`src/rtl/jt7759_feeder_if.sv`:
```
// jt7759_feeder_if: ROM fetch port plus JT7759 slave-mode byte write port
interface jt7759_feeder_if;
  logic        rom_cs;
  logic [16:0] rom_addr;
  logic [7:0]  rom_data;
  logic        rom_ok;
  logic        drqn;
  logic        cs;
  logic        wrn;
  logic [7:0]  dout;
  modport master (
    output rom_cs, rom_addr, cs, wrn, dout,
    input  rom_data, rom_ok, drqn
  );
  modport slave (
    input  rom_cs, rom_addr, cs, wrn, dout,
    output rom_data, rom_ok, drqn
  );
endinterface

```
`src/rtl/jt7759_feeder.sv`:
```
// jt7759_feeder: streams a ROM block into the JT7759 slave port, one write strobe per drqn request
module jt7759_feeder #(
  parameter int unsigned STRB = 4
) (
  input  logic            clk,
  input  logic            rstn,
  input  logic            cen,
  input  logic            start,
  input  logic            stop,
  input  logic [16:0]     start_addr,
  input  logic [16:0]     len,
  output logic            busy,
  output logic            done,
  jt7759_feeder_if.master bus
);
  typedef enum logic [1:0] {ST_IDLE, ST_ARM, ST_STRB, ST_REL} state_t;
  state_t      state_q, state_d;
  logic [16:0] fetch_q, fetch_d, send_q, send_d, addr_q, addr_d;
  logic [3:0]  strb_q, strb_d;
  logic [7:0]  mem_q [2];
  logic [7:0]  mem_d [2];
  logic        wp_q, wp_d, rp_q, rp_d;
  logic [1:0]  cnt_q, cnt_d;
  logic        cap_q, cap_d, cs_q, cs_d, wrn_q, wrn_d, done_q, done_d;
  logic [7:0]  dout_q, dout_d;
  logic        push, pop;
  assign busy         = state_q != ST_IDLE;
  assign done         = done_q;
  assign bus.rom_cs   = busy && cnt_q != 2'd2 && fetch_q != 17'd0 && !cap_q;
  assign bus.rom_addr = addr_q;
  assign bus.cs       = cs_q;
  assign bus.wrn      = wrn_q;
  assign bus.dout     = dout_q;
  assign push         = bus.rom_cs && bus.rom_ok;
  // next state: ROM capture into the FIFO, send-side FSM on cen, stop overrides all
  always_comb begin
    state_d = state_q;
    fetch_d = fetch_q;
    send_d  = send_q;
    addr_d  = addr_q;
    strb_d  = strb_q;
    mem_d   = mem_q;
    wp_d    = wp_q;
    rp_d    = rp_q;
    cap_d   = push;
    cs_d    = cs_q;
    wrn_d   = wrn_q;
    dout_d  = dout_q;
    done_d  = 1'b0;
    pop     = 1'b0;
    if (push) begin
      mem_d[wp_q] = bus.rom_data;
      wp_d        = ~wp_q;
      addr_d      = addr_q + 17'd1;
      fetch_d     = fetch_q - 17'd1;
    end
    if (cen) begin
      case (state_q)
        ST_IDLE: if (start) begin
          if (len == 17'd0) done_d = 1'b1;
          else begin
            state_d = ST_ARM;
            addr_d  = start_addr;
            fetch_d = len;
            send_d  = len;
          end
        end
        ST_ARM: if (!bus.drqn && cnt_q != 2'd0) begin
          pop     = 1'b1;
          dout_d  = mem_q[rp_q];
          rp_d    = ~rp_q;
          cs_d    = 1'b1;
          wrn_d   = 1'b0;
          strb_d  = 4'(STRB);
          state_d = ST_STRB;
        end
        ST_STRB: begin
          strb_d = strb_q - 4'd1;
          if (strb_q == 4'd1) begin
            cs_d    = 1'b0;
            wrn_d   = 1'b1;
            send_d  = send_q - 17'd1;
            done_d  = send_q == 17'd1;
            state_d = send_q == 17'd1 ? ST_IDLE : ST_REL;
          end
        end
        ST_REL: if (bus.drqn) state_d = ST_ARM;
      endcase
    end
    cnt_d = cnt_q + {1'b0, push} - {1'b0, pop};
    if (stop) begin
      state_d = ST_IDLE;
      fetch_d = 17'd0;
      send_d  = 17'd0;
      strb_d  = 4'd0;
      wp_d    = 1'b0;
      rp_d    = 1'b0;
      cnt_d   = 2'd0;
      cap_d   = 1'b0;
      cs_d    = 1'b0;
      wrn_d   = 1'b1;
      done_d  = 1'b0;
    end
  end
  // state register with asynchronous active-low reset
  always_ff @(posedge clk or negedge rstn) begin
    if (!rstn) begin
      state_q <= ST_IDLE;
      fetch_q <= 17'd0;
      send_q  <= 17'd0;
      addr_q  <= 17'd0;
      strb_q  <= 4'd0;
      mem_q   <= '{default: 8'd0};
      wp_q    <= 1'b0;
      rp_q    <= 1'b0;
      cnt_q   <= 2'd0;
      cap_q   <= 1'b0;
      cs_q    <= 1'b0;
      wrn_q   <= 1'b1;
      dout_q  <= 8'd0;
      done_q  <= 1'b0;
    end else begin
      state_q <= state_d;
      fetch_q <= fetch_d;
      send_q  <= send_d;
      addr_q  <= addr_d;
      strb_q  <= strb_d;
      mem_q   <= mem_d;
      wp_q    <= wp_d;
      rp_q    <= rp_d;
      cnt_q   <= cnt_d;
      cap_q   <= cap_d;
      cs_q    <= cs_d;
      wrn_q   <= wrn_d;
      dout_q  <= dout_d;
      done_q  <= done_d;
    end
  end
endmodule

```
`src/flat_wrapper.sv`:
```
// flat-port wrapper written by rule: the top's interface ports become plain ports
module jt7759_feeder_flat 
#(
  parameter int unsigned STRB = 4
)
  (clk, rstn, cen, start, stop, start_addr, len, busy, done, bus_rom_cs, bus_rom_addr, bus_cs, bus_wrn, bus_dout, bus_rom_data, bus_rom_ok, bus_drqn);
  jt7759_feeder_if bus_i ();
  input  logic clk;
  input  logic rstn;
  input  logic cen;
  input  logic start;
  input  logic stop;
  input  logic [16:0] start_addr;
  input  logic [16:0] len;
  output logic busy;
  output logic done;
  output wire logic [$bits(bus_i.rom_cs)-1:0] bus_rom_cs;
  output wire logic [$bits(bus_i.rom_addr)-1:0] bus_rom_addr;
  output wire logic [$bits(bus_i.cs)-1:0] bus_cs;
  output wire logic [$bits(bus_i.wrn)-1:0] bus_wrn;
  output wire logic [$bits(bus_i.dout)-1:0] bus_dout;
  input wire logic [$bits(bus_i.rom_data)-1:0] bus_rom_data;
  input wire logic [$bits(bus_i.rom_ok)-1:0] bus_rom_ok;
  input wire logic [$bits(bus_i.drqn)-1:0] bus_drqn;
  assign bus_rom_cs = bus_i.rom_cs;
  assign bus_rom_addr = bus_i.rom_addr;
  assign bus_cs = bus_i.cs;
  assign bus_wrn = bus_i.wrn;
  assign bus_dout = bus_i.dout;
  assign bus_i.rom_data = bus_rom_data;
  assign bus_i.rom_ok = bus_rom_ok;
  assign bus_i.drqn = bus_drqn;
  jt7759_feeder #(.STRB(STRB)) u_core (.clk(clk), .rstn(rstn), .cen(cen), .start(start), .stop(stop), .start_addr(start_addr), .len(len), .busy(busy), .done(done), .bus(bus_i));
endmodule
```
`config.mk`:
```
export PLATFORM = sky130hd
export DESIGN_NAME = jt7759_feeder_flat
export DESIGN_NICKNAME = d
export VERILOG_FILES = /design/src/rtl/jt7759_feeder_if.sv /design/src/rtl/jt7759_feeder.sv /design/src/flat_wrapper.sv
export SDC_FILE = /design/constraint.sdc
export NUM_CORES = 1
export LEC_CHECK = 0
export CORE_ASPECT_RATIO = 0.6
export CORE_MARGIN = 2
export CORE_UTILIZATION = 45
export CTS_CLUSTER_DIAMETER = 30
export DETAILED_ROUTE_END_ITERATION = 16
export PLACE_DENSITY = 0.68
export REMOVE_ABC_BUFFERS = 1
export SETUP_SLACK_MARGIN = 0.02
export SLEW_MARGIN = 40
export SYNTH_ARGS = -nofsm -noshare
export SYNTH_HDL_FRONTEND = slang
export SYNTH_SLANG_ARGS = --single-unit
```
`constraint.sdc`:
```
create_clock -name clk -period 6.03 [get_ports clk]
set_input_delay 1.5075 -clock clk [delete_from_list [all_inputs] [get_ports clk]]
set_output_delay 1.5075 -clock clk [all_outputs]
set_load 0.1 [all_outputs]
```
After elaboration in Yosys (flattened, before gate mapping). Index checks and enable logic that the tools add are counted.

Logic and storage cells: 127. Register bits: 89.

Add/subtract/negate cells: 6. Bitwise gates (word level): 4. Equal/unequal tests: 11. Reduce and logical (&&, ||, !) cells: 25. Order comparisons: 3. Muxes and demuxes: 63.

Operators with widths (count): two-way mux 17 bit (16); one-hot mux 17 bit (2 select lines) (1); subtractor 17 x 1 -> 17 bit, second input constant (2); two-way mux 8 bit (4); two-way mux 1 bit (23); two-way mux 2 bit (9); adder 17 x 1 -> 17 bit, second input constant (1); equality test 17 x 1 -> 1 bit, second input constant (1); logical NOT 17 bit (1); nonzero test 17 bit (1); bitwise mux 16 bit (1); two-way mux 4 bit (3); nonzero test 2 bit (6); != test 3 bit, second input constant (3); AND reduction 3 bit (3); demux 8 bit (select 1 bit) (1); one-hot mux 2 bit (4 select lines) (1); one-hot mux 4 bit (2 select lines) (1); logical AND 1 bit (6); != test 3 x 2 -> 1 bit, second input constant (2); one-hot mux 1 bit (2 select lines) (3); AND reduction 6 bit (1); nonzero test 3 bit (2); AND reduction 5 bit (1); other kinds (14) (19).

Depth between registers and ports, before layout. Gate-level depths: netlist (run 1).

Depth in word-level cells: 11. Mapped depth: 11. Gate-level depth less buffers: 10.

Worst setup path before layout (run 1). OpenSTA, ideal clock, no wires.

Path kind: register to output. Start point: register u_core.fetch_q[0]. End point: output port bus_rom_cs. Stages on the path, launching flop included: 7. Path buffers: 0. Arrival: 3926 ps. Setup slack: 597 ps. Cell sequence: dfrtp_1 -> inv_1 -> ha_1 -> nor4b_1 -> nand3_1 -> nor2_1 -> nor4_1.

Cells in the longest elaborated chain, start to end: 3.

RTL lines: from (decl) (line jt7759_feeder.sv:18) `logic [16:0] fetch_q, fetch_d, send_q, send_d, addr_q, addr_d;`; from (signal assigned) (line jt7759_feeder.sv:124) `fetch_q <= fetch_d;`; nonzero test 17 bit (line jt7759_feeder.sv:29) `assign bus.rom_cs = busy && cnt_q != 2'd2 && fetch_q != 17'd0 && !cap_q;`; logical AND 1 bit (2 in series) (line jt7759_feeder.sv:29); to (decl) (line flat_wrapper.sv:17) `output wire logic [$bits(bus_i.rom_cs)-1:0] bus_rom_cs;`.

No other way between the ends.

Worst setup path in the final report (run 1).
Start point: register u_core.fetch_q[3]. End point: output port bus_rom_cs.

Same word-level chain as after synthesis.

==> run metrics, run 1 <==
amount of wire on met2 after detailed routing ~6000 microns; wire length of the first global-routing pass around 22,000 microns; Resized cells post-CTS 0; min cycle time layout 4.062 ns; initial cell density of the core 0.4627; Cell Area, Synth 5245 sq um; Antenna Cells 0; main area contributors after synthesis sky130_fd_sc_hd__dfrtp_1, sky130_fd_sc_hd__nor2_1, sky130_fd_sc_hd__a21oi_1; setup_tns 0 ns; hold bufs inserted after CTS 0; distinct cell type count after synthesis a little under 70; Filler Cell Count 999; number of antenna violations at the first check in global routing 0; clock buffer count from CTS 9; first-pass detailed-route iteration total 5; Bufs on Longest Clock Path 2; area of the placeable core ~11,000 sq um; register clock-pin slew on the reported worst setup and hold paths around 0.070 ns; highest metal used met4; Crit path largest cell delay 0.71 ns; type of element launching the critical path register; Yosys warnings 0; Horiz. Die Dim approximately 140 microns; largest net degree at the start of global routing 50; GPL Wtd Cong about 0.87; total number of H-tree levels 3; Worst-Margin Slew ~0.76 ns; RSZ-0062 raised after global routing false; worst hold-check path type reg2reg; Final ANT Viol Nets 0; TritonCTS clock tree built; endpoint kind of the worst setup timing path output port; part of the Yosys area used for sequential elements 0.4249; initial drt markers 380; Synth Area in Adders 0.03101; Data required, critical path 4.52 ns; critical path data arrival time 2.55 ns; clk_skew between 0.006 and 0.007 ns; max-capacitance violation count 0; multiplexer fraction of the synthesized cell area 0.07133; cell at the root of the clock tree sky130_fd_sc_hd__clkbuf_16; synthesized-area fraction occupied by ao, oa, aoi and oai cells 0.1904; Post-synth top cells sky130_fd_sc_hd__dfrtp_1, sky130_fd_sc_hd__nor2_1, sky130_fd_sc_hd__nand2_1, sky130_fd_sc_hd__a21oi_1, sky130_fd_sc_hd__o21ai_0; VDD IR-drop max slightly below 0.3 mV; placement row count 30; routed length on met3 slightly above 1000 microns; instance area after placement 6017 sq um; worst-path maximum fanout 8; Total Die Area between 10,000 and 15,000 sq um; top cell type by total area after synthesis sky130_fd_sc_hd__dfrtp_1; count of endpoints failing setup in the final report 0; number of buffers added on ports between 70 and 80; outcome finished, final reports clean; main combinational cell family by area after synthesis simple AND/OR/NAND/NOR gates; slew margin rel. 0.4920; Max Slew Vio Count 0; ys flop type sky130_fd_sc_hd__dfrtp_1; cell-by-cell listing of the critical path or4_1 -> or3_1 -> nor2_1 -> nor4_1 -> buf_2; top-count cell post-synth sky130_fd_sc_hd__dfrtp_1; final-stage net count 693; post-CTS setup repair buffer count 0; total global routing overflow 0; number of flops mapped to enable cells by yosys 0; routed length per instance roughly 18 microns; insertion delay to the later sink of the worst-skew pair between 0.3 and 0.4 ns; clock sink total 89; GR Util All Layers 0.2252; area overhead of the layout relative to synthesis 20.23%; synthesized flop and latch total 89; power density of the placed cells between 400 and 500 nW/um^2; Remaining DRCs 0; master of the slowest instance on the critical path sky130_fd_sc_hd__or4_1; share of the synthesized area in the top cell type 0.4198; hpwl dp 9871 microns; Async SR Flop Fraction 1.000; detail-routed via count per cell between 5 and 6; simple-gate share of the synthesized area 0.2099; worst hold slack across all endpoints between 0.5 and 0.6 ns; synthesized netlist cell count approximately 570; xor and xnor fraction of the mapped netlist area 0.03340; routed metal-1 wire length just under 7000 microns; post-route setup slack 1.968 ns; vias in the first global route between 4k and 5k; final worst-path cycle share 0.6736; routed wire length roughly 14,000 microns; Layout Cell Area excl Fill approximately 6300 sq um; chip height roughly 90 microns; final hold violation count 0; pre-CTS setup slack about 1.8 ns; Leakage Power between 0.002 and 0.003 uW; share of post-route cells with drive strength above 1 0.1352; kind of critical path reg2out; total via count after detailed routing 4,766; maximum clock rate about 250 MHz; top-level I/O count 79; mean cell area of the mapped netlist 9.267 sq um
## cells in the final DEF, fill, tap and decap left out, types with 9 or more instances in the layout
cell type / synthesis / final
sky130_fd_sc_hd__a211oi_1: 12 / 12
sky130_fd_sc_hd__a21oi_1: 36 / 36
sky130_fd_sc_hd__a31oi_1: 10 / 10
sky130_fd_sc_hd__buf_2: 2 / 30
sky130_fd_sc_hd__clkbuf_16: 0 / 9
sky130_fd_sc_hd__clkdlybuf4s50_1: 0 / 47
sky130_fd_sc_hd__dfrtp_1: 88 / 88
sky130_fd_sc_hd__ha_1: 13 / 13
sky130_fd_sc_hd__inv_1: 17 / 17
sky130_fd_sc_hd__mux2_2: 11 / 11
sky130_fd_sc_hd__mux2i_1: 13 / 13
sky130_fd_sc_hd__nand2_1: 41 / 41
sky130_fd_sc_hd__nand3_1: 22 / 22
sky130_fd_sc_hd__nor2_1: 66 / 66
sky130_fd_sc_hd__nor3_1: 9 / 9
sky130_fd_sc_hd__nor4_1: 15 / 14
sky130_fd_sc_hd__o21ai_0: 25 / 25
sky130_fd_sc_hd__or4_1: 16 / 16
sky130_fd_sc_hd__xnor2_1: 11 / 11
sky130_fd_sc_hd__xor2_1: 9 / 9
## registers in the layout (all words and copies together) (netlist names), 2 cells and up
register	flops
u_core.fetch_q	17
u_core.send_q	17
u_core.strb_q	4
u_core.cnt_q	2
u_core.bus.rom_addr	17
u_core.bus.dout	8
u_core.state_q	2
u_core.mem_q	16
## report_power, final
group | total, uW | switching, uW | internal, uW
logic | 1280 | 941 | 342
clock network | 551 | 263 | 288
registers | 902 | 151 | 751
total | 2740 | 1350 | 1380
## path summary, 6_finish.rpt
check | slack, ns | cells past startpoint | end | start
worst min register to register | 0.51 | 1 | u_core.mem_q[3]$_DFFE_PN0P_ | u_core.mem_q[3]$_DFFE_PN0P_
max in group asynchronous | 3.83 | 2 | u_core.fetch_q[16]$_DFF_PN0_ | rstn
worst min-delay path | 0.51 | 1 | u_core.mem_q[3]$_DFFE_PN0P_ | u_core.mem_q[3]$_DFFE_PN0P_
worst max register to register | 2.68 | 8 | u_core.cnt_q[1]$_DFF_PN0_ | u_core.fetch_q[3]$_DFF_PN0_
worst max-delay path | 1.97 | 5 | bus_rom_cs | u_core.fetch_q[3]$_DFF_PN0_
min in group asynchronous | 1.15 | 1 | u_core.bus.rom_addr[16]$_DFF_PN0_ | rstn
## through the flow
stage                 util  instances  total power (uW)
floorplan                -        535              1880
global placement    0.5422        779              2221
detailed placement  0.5308        780              2180
CTS                 0.5562        796              2741
global route        0.5563        796              2872
finish              0.5563        796              2735
## routing by layer
| layer | GRT usage | up-vias |
|---|---|---|
| met1 | 0.3382 | 2333 |
| li1 | - | 2231 |
| met4 | 0.05615 | 0 |
| met3 | 0.05085 | 20 |
| met2 | 0.3294 | 182 |
| met5 | 0 | - |
## critical path: cells and delay by family, from the launching register on
| kind | cells | cell delay [ns] |
|---|---|---|
| simple gates | 4 | 1.44 |
| flops | 1 | 0.45 |
| buf+inv | 1 | 0.31 |
## cell type report
type	instances	area, sq um	area share
Multi-Input combinational cell	427	2830	0.4488
Sequential cell	89	2228	0.3534
Timing Repair Buffer	85	688.2	0.1091
Clock buffer	9	225.2	0.03571
Tap cell	160	200.2	0.03175
Inverter	19	71.32	0.01131
Clock inverter	7	62.56	0.009921
## logic make-up after synthesis
family,count (synthesis)
buf+inv,50
xor+xnor,20
mux,32
flops,89
simple gates,215
compound gates,147
fa+ha+maj,13
No activity file was read; power rests on OpenSTA's default activity.
==> inputs of run 2 (changes only) <==
- PLACE_DENSITY: 0.68 -> 0.71
- clock period: 6.03 -> 3.3 ns (I/O delays scaled with it)
==> run metrics, run 2 (synthesized netlist as in run 1, its figures left out) <==
worst hold start u_core.mem_q[7]$_DFFE_PN0P_; Bufs on Longest Clock Path 2; GPL Wtd Cong 0.8884; Seq pwr share 0.315; Data required, critical path 2.47 ns; TritonCTS clock tree built; Max Slew Vio Count 0; VDD IR-drop max about 0.64 mV; most common library cell in the layout ignoring fill and taps sky130_fd_sc_hd__dfrtp_1; Total Die Area approximately 13,000 sq um; GR Util All Layers 0.2391; RSZ-0062 raised after global routing false; Remaining DRCs 0; first-pass detailed-route iteration total 5; Leakage Power approximately 0.0027 uW; Horiz. Die Dim 143.4 microns; count of endpoints failing setup in the final report 0; total global routing overflow 0; outcome finished, final reports clean; endpoint kind of the worst setup timing path output port; critical path data arrival time between 2 and 2.5 ns; worst hold slack across all endpoints between 0.5 and 0.6 ns; worst-case hold path end point u_core.mem_q[7]$_DFFE_PN0P_; max-capacitance violation count 0; total number of H-tree levels 3; Core Util, Final 0.5784; slew margin rel. 0.5127; initial drt markers 426; maximum clock rate between 300 and 400 MHz; hpwl dp 10,030 microns; number of standard cells in the layout, taps in and fillers out between 800 and 900; internal power component ~2800 uW; top-level I/O count 79; power density of the placed cells around 800 nW/um^2; final hold violation count 0; kind of critical path reg2out; cell at the root of the clock tree sky130_fd_sc_hd__clkbuf_16; final worst-path cycle share 0.9398; Antenna Cells 0; detail-routed via count per cell just under 6; Inst Count DP 794; initial cell density of the core 0.4627; type of element launching the critical path register; register clock-pin slew on the reported worst setup and hold paths roughly 0.070 ns; routed length per instance about 18 microns; routed wire length about 14,000 microns; clock sink total 89; worst flop-to-flop path startpoint u_core.strb_q[1]$_DFFE_PN0P_; WHS Path Cells 1; area of the placeable core between 10,000 and 15,000 sq um; largest net degree at the start of global routing 90; post-route setup slack 0.1986 ns; worst-path maximum fanout 8; worst hold-check path type reg2reg; worst reg2reg setup slack around 0.45 ns; share of post-route cells with drive strength above 1 0.1538; Worst-Margin Slew between 0.7 and 0.8 ns; post-CTS setup repair buffer count 0; final-stage net count between 700 and 800; min cycle time layout 3.101 ns; wire length of the first global-routing pass 23,610 microns; placement row count 30; area overhead of the layout relative to synthesis 25.00%; clock buffer count from CTS 9; Final ANT Viol Nets 0; insertion delay to the later sink of the worst-skew pair 0.34 ns; chip height 87.63 microns; pre-CTS setup slack 0.1300 ns; number of buffers added on ports slightly below 80; vias in the first global route ~4.6k; clk_skew between 0.006 and 0.007 ns; switching share of power 0.4678; number of antenna violations at the first check in global routing 0; critical register-to-register path endpoint u_core.send_q[12]$_DFFE_PN0P_; number of cell instances on the worst register-to-register path 8; commonest cells after routing, fill and taps aside sky130_fd_sc_hd__dfrtp_1, sky130_fd_sc_hd__nor2_1, sky130_fd_sc_hd__buf_4, sky130_fd_sc_hd__clkdlybuf4s50_1, sky130_fd_sc_hd__nand2_1; share of power burned in combinational logic 0.472; switching pwr 2463 uW; total via count after detailed routing ~4.8k; part of the power in the clock network 0.214
[run 2: cell types whose count changed in the layout (fill, tap and decap cells not counted), sizes merged]
cell,previous run,this run
clkbuf,9,10
bufinv,0,2
buf,38,51
clkinv,4,2
[run 2: power by group through the flow]
stage,clock [uW],combinational (uW),sequential [uW]
6_report,1120,2480,1660
4_1_cts,1150,2470,1650
3_5_place_dp,0,2470,1660
3_3_place_gp,0,2430,1650
2_1_floorplan,0,940,2500
5_1_grt,1200,2640,1700
[run 2: final cells by class]
cell class | count | area [sq um]
fill | 974 | 4780
multi-input combinational | 427 | 2828
sequential | 89 | 2228
timing repair buffer | 99 | 904.6
clock buffer | 9 | 225.2
tap | 160 | 200.2
clock inverter | 7 | 98.84
inverter | 19 | 71.32
[run 2: worst max path at each step]
stage | startpoint | end | depth (start not counted) | slack [ns]
CTS | u_core.fetch_q[3]$_DFF_PN0_ | bus_rom_cs | 5 | 0.09
detailed placement | start | u_core.send_q[12]$_DFFE_PN0P_ | 7 | 0.13
global placement | start | u_core.send_q[12]$_DFFE_PN0P_ | 7 | 0.20
floorplan | u_core.fetch_q[0]$_DFF_PN0_ | bus_rom_cs | 6 | -1.45
finish | u_core.fetch_q[3]$_DFF_PN0_ | bus_rom_cs | 5 | 0.20
global route | u_core.fetch_q[3]$_DFF_PN0_ | bus_rom_cs | 5 | 0.08
[run 2: metal layers]
metal,routed length (microns),track usage,up-vias
li1,-,-,2259
met1,6983,0.3636,2359
met2,6065,0.3468,187
met3,1052,0.04921,13
met4,127,0.06239,0
met5,0,0,-
[run 2: per-stage QoR]
step | power [uW] | instance area [sq um] | setup TNS, ns
floorplan | 3436 | 5111 | -23.56
global placement | 4080 | 6221 | 0
detailed placement | 4131 | 6225 | 0
CTS | 5270 | 6549 | 0
global route | 5543 | 6556 | 0
finish | 5265 | 6556 | 0
[run 2: worst max-delay path, cell delays in order (launching register included)]
cell                      delay (ns)
sky130_fd_sc_hd__dfrtp_1        0.46
sky130_fd_sc_hd__or4_4          0.62
sky130_fd_sc_hd__or3_1          0.42
sky130_fd_sc_hd__nor2_1         0.14
sky130_fd_sc_hd__nor4_1         0.09
sky130_fd_sc_hd__buf_12         0.19
[run 2: repair_timing]
action	CTS	global route
endpoints found under the hold margin	0	0
setup endpoints to repair	0	1
hold buffers	0	0
gates resized for setup	0	1
==> inputs of run 3 (changes only) <==
--- a/config.mk
+++ b/config.mk
@@ -12,3 +12,3 @@
 export DETAILED_ROUTE_END_ITERATION = 16
-export PLACE_DENSITY = 0.71
+export PLACE_DENSITY = 0.72
 export REMOVE_ABC_BUFFERS = 1
==> constraint.sdc (replaced) <==
create_clock -name clk -period 3.3 [get_ports clk]
set_input_delay 0.495 -clock clk [delete_from_list [all_inputs] [get_ports clk]]
set_output_delay 0.495 -clock clk [all_outputs]
set_load 0.1 [all_outputs]
==> run metrics, run 3 (synthesized netlist as in run 1, its figures left out) <==
Filler Cell Count just over 1k; type of element launching the critical path register; slew margin rel. 0.5103; post-CTS setup repair buffer count 0; GR Util All Layers 0.2420; worst-path maximum fanout 10; final-stage net count 703; min cycle time layout 2.996 ns; routed wire length about 15,000 microns; multi-input combinational cell area between 2000 and 3000 sq um; Leakage Power around 0.0027 uW; Total Die Area 12,560 sq um; critical register-to-register path endpoint u_core.send_q[12]$_DFFE_PN0P_; worst flop-to-flop path startpoint u_core.strb_q[1]$_DFFE_PN0P_; hold bufs inserted after CTS 0; initial cell density of the core 0.4627; number of antenna violations at the first check in global routing 0; first-pass detailed-route iteration total 5; final hold violation count 0; commonest cells after routing, fill and taps aside sky130_fd_sc_hd__dfrtp_1, sky130_fd_sc_hd__nor2_1, sky130_fd_sc_hd__clkdlybuf4s50_1, sky130_fd_sc_hd__nand2_1, sky130_fd_sc_hd__a21oi_1; Resized cells post-CTS 0; Core Util, Final 0.5691; largest net degree at the start of global routing 61; outcome finished, final reports clean; Antenna Cells 0; VDD IR-drop max 0.5883 mV; TritonCTS clock tree built; switching pwr roughly 2500 uW; Layout Cell Area excl Fill between 6000 and 7000 sq um; instance area after placement about 6000 sq um; share of post-route cells with drive strength above 1 0.1471; placement row count 30; insertion delay to the later sink of the worst-skew pair about 0.35 ns; routed length per instance around 18 microns; most common library cell in the layout ignoring fill and taps sky130_fd_sc_hd__dfrtp_1; Seq pwr share 0.318; clk_skew ~0.0095 ns; register clock-pin slew on the reported worst setup and hold paths roughly 0.070 ns; internal power component between 2000 and 3000 uW; total via count after detailed routing 4,822; clock sink total 89; final worst-path cycle share 0.9079; Horiz. Die Dim 143.4 microns; GPL Wtd Cong 0.8966; switching share of power 0.4761; max-capacitance violation count 0; worst hold-check path type in2async; initial drt markers about 500; detail-routed via count per cell roughly 6; count of endpoints failing setup in the final report 0; Bufs on Longest Clock Path 2; chip height between 80 and 90 microns; Remaining DRCs 0; top-level I/O count a little under 80; wire length of the first global-routing pass ~24,000 microns; maximum clock rate 333.8 MHz; total number of H-tree levels 3; Inst Count DP a little under 800; part of the power in the clock network 0.218; share of power burned in combinational logic 0.464; RSZ-0062 raised after global routing false; cell at the root of the clock tree sky130_fd_sc_hd__clkbuf_16; power consumption roughly 5200 uW; vias in the first global route roughly 4.6k; Final ANT Viol Nets 0; worst reg2reg setup slack roughly 0.40 ns; critical path data arrival time 2.50 ns; area of the placeable core 11,340 sq um; kind of critical path reg2out; Data required, critical path roughly 2.8 ns; number of cell instances on the worst register-to-register path 8; hpwl dp 10,390 microns; Max Slew Vio Count 0; clock buffer count from CTS 9; total global routing overflow 0; Worst-Margin Slew 0.7290 ns; endpoint kind of the worst setup timing path output port; power density of the placed cells about 800 nW/um^2; area overhead of the layout relative to synthesis 23.00%; number of standard cells in the layout, taps in and fillers out approximately 810; number of buffers added on ports just under 80; register cell area after layout ~2200 sq um
==> run 3: cell count changes in the layout (fill, tap and decap cells not counted), moves of 2 or more <==
cell	change
sky130_fd_sc_hd__buf_12	-2
sky130_fd_sc_hd__buf_2	+19
sky130_fd_sc_hd__buf_4	-21
sky130_fd_sc_hd__clkinv_4	+2
==> run 3: power groups by stage <==
| stage | clock network, uW | registers [uW] | logic (uW) |
|---|---|---|---|
| 2_1_floorplan | 0 | 2500 | 940 |
| 3_3_place_gp | 0 | 1650 | 2420 |
| 3_5_place_dp | 0 | 1660 | 2390 |
| 4_1_cts | 1150 | 1640 | 2400 |
| 5_1_grt | 1200 | 1690 | 2560 |
| 6_report | 1130 | 1650 | 2410 |
==> run 3: stage by stage <==
step / hold slack, ns / setup TNS, ns / setup slack, ns
3_3_place_gp: 0.4863 / 0 / 0.4199
2_1_floorplan: 0.1994 / -12.34 / -1.121
4_1_cts: 0.2707 / 0 / 0.2883
3_5_place_dp: 0.4937 / 0 / 0.3129
6_report: 0.1239 / 0 / 0.3040
5_1_grt: 0.1686 / 0 / 0.03892
==> run 3: how the worst max path moves through the flow <==
stage | endpoint | cells past startpoint | from
after floorplan | bus_rom_cs | 6 | u_core.fetch_q[0]$_DFF_PN0_
after global placement | u_core.send_q[12]$_DFFE_PN0P_ | 7 | start
after detailed placement | u_core.send_q[12]$_DFFE_PN0P_ | 7 | start
after CTS | bus_rom_cs | 7 | u_core.fetch_q[0]$_DFF_PN0_
after global routing | bus_rom_cs | 7 | u_core.fetch_q[0]$_DFF_PN0_
final | bus_rom_cs | 7 | u_core.fetch_q[0]$_DFF_PN0_
==> run 3: routing by layer <==
metal / up-vias / global-route usage / share of wire
li1: 2249 / - / -
met1: 2339 / 0.3543 / 0.47
met2: 220 / 0.3550 / 0.43
met4: 0 / 0.06328 / 0.0096
met3: 14 / 0.06670 / 0.089
met5: - / 0 / 0
==> run 3: critical path, cell delays in order (launching register included) <==
cell	delay (ns)
sky130_fd_sc_hd__dfrtp_1	0.40
sky130_fd_sc_hd__inv_1	0.09
sky130_fd_sc_hd__ha_1	0.18
sky130_fd_sc_hd__nor4b_1	0.48
sky130_fd_sc_hd__nand3_1	0.45
sky130_fd_sc_hd__nor2_1	0.22
sky130_fd_sc_hd__nor4_1	0.07
sky130_fd_sc_hd__buf_4	0.26
==> run 3: final cells by class <==
class | count | area share
clock buffer | 9 | 0.03491
tap | 160 | 0.03103
multi-input combinational | 427 | 0.4377
sequential | 89 | 0.3454
inverter | 19 | 0.01106
timing repair buffer | 95 | 0.1239
clock inverter | 7 | 0.01590
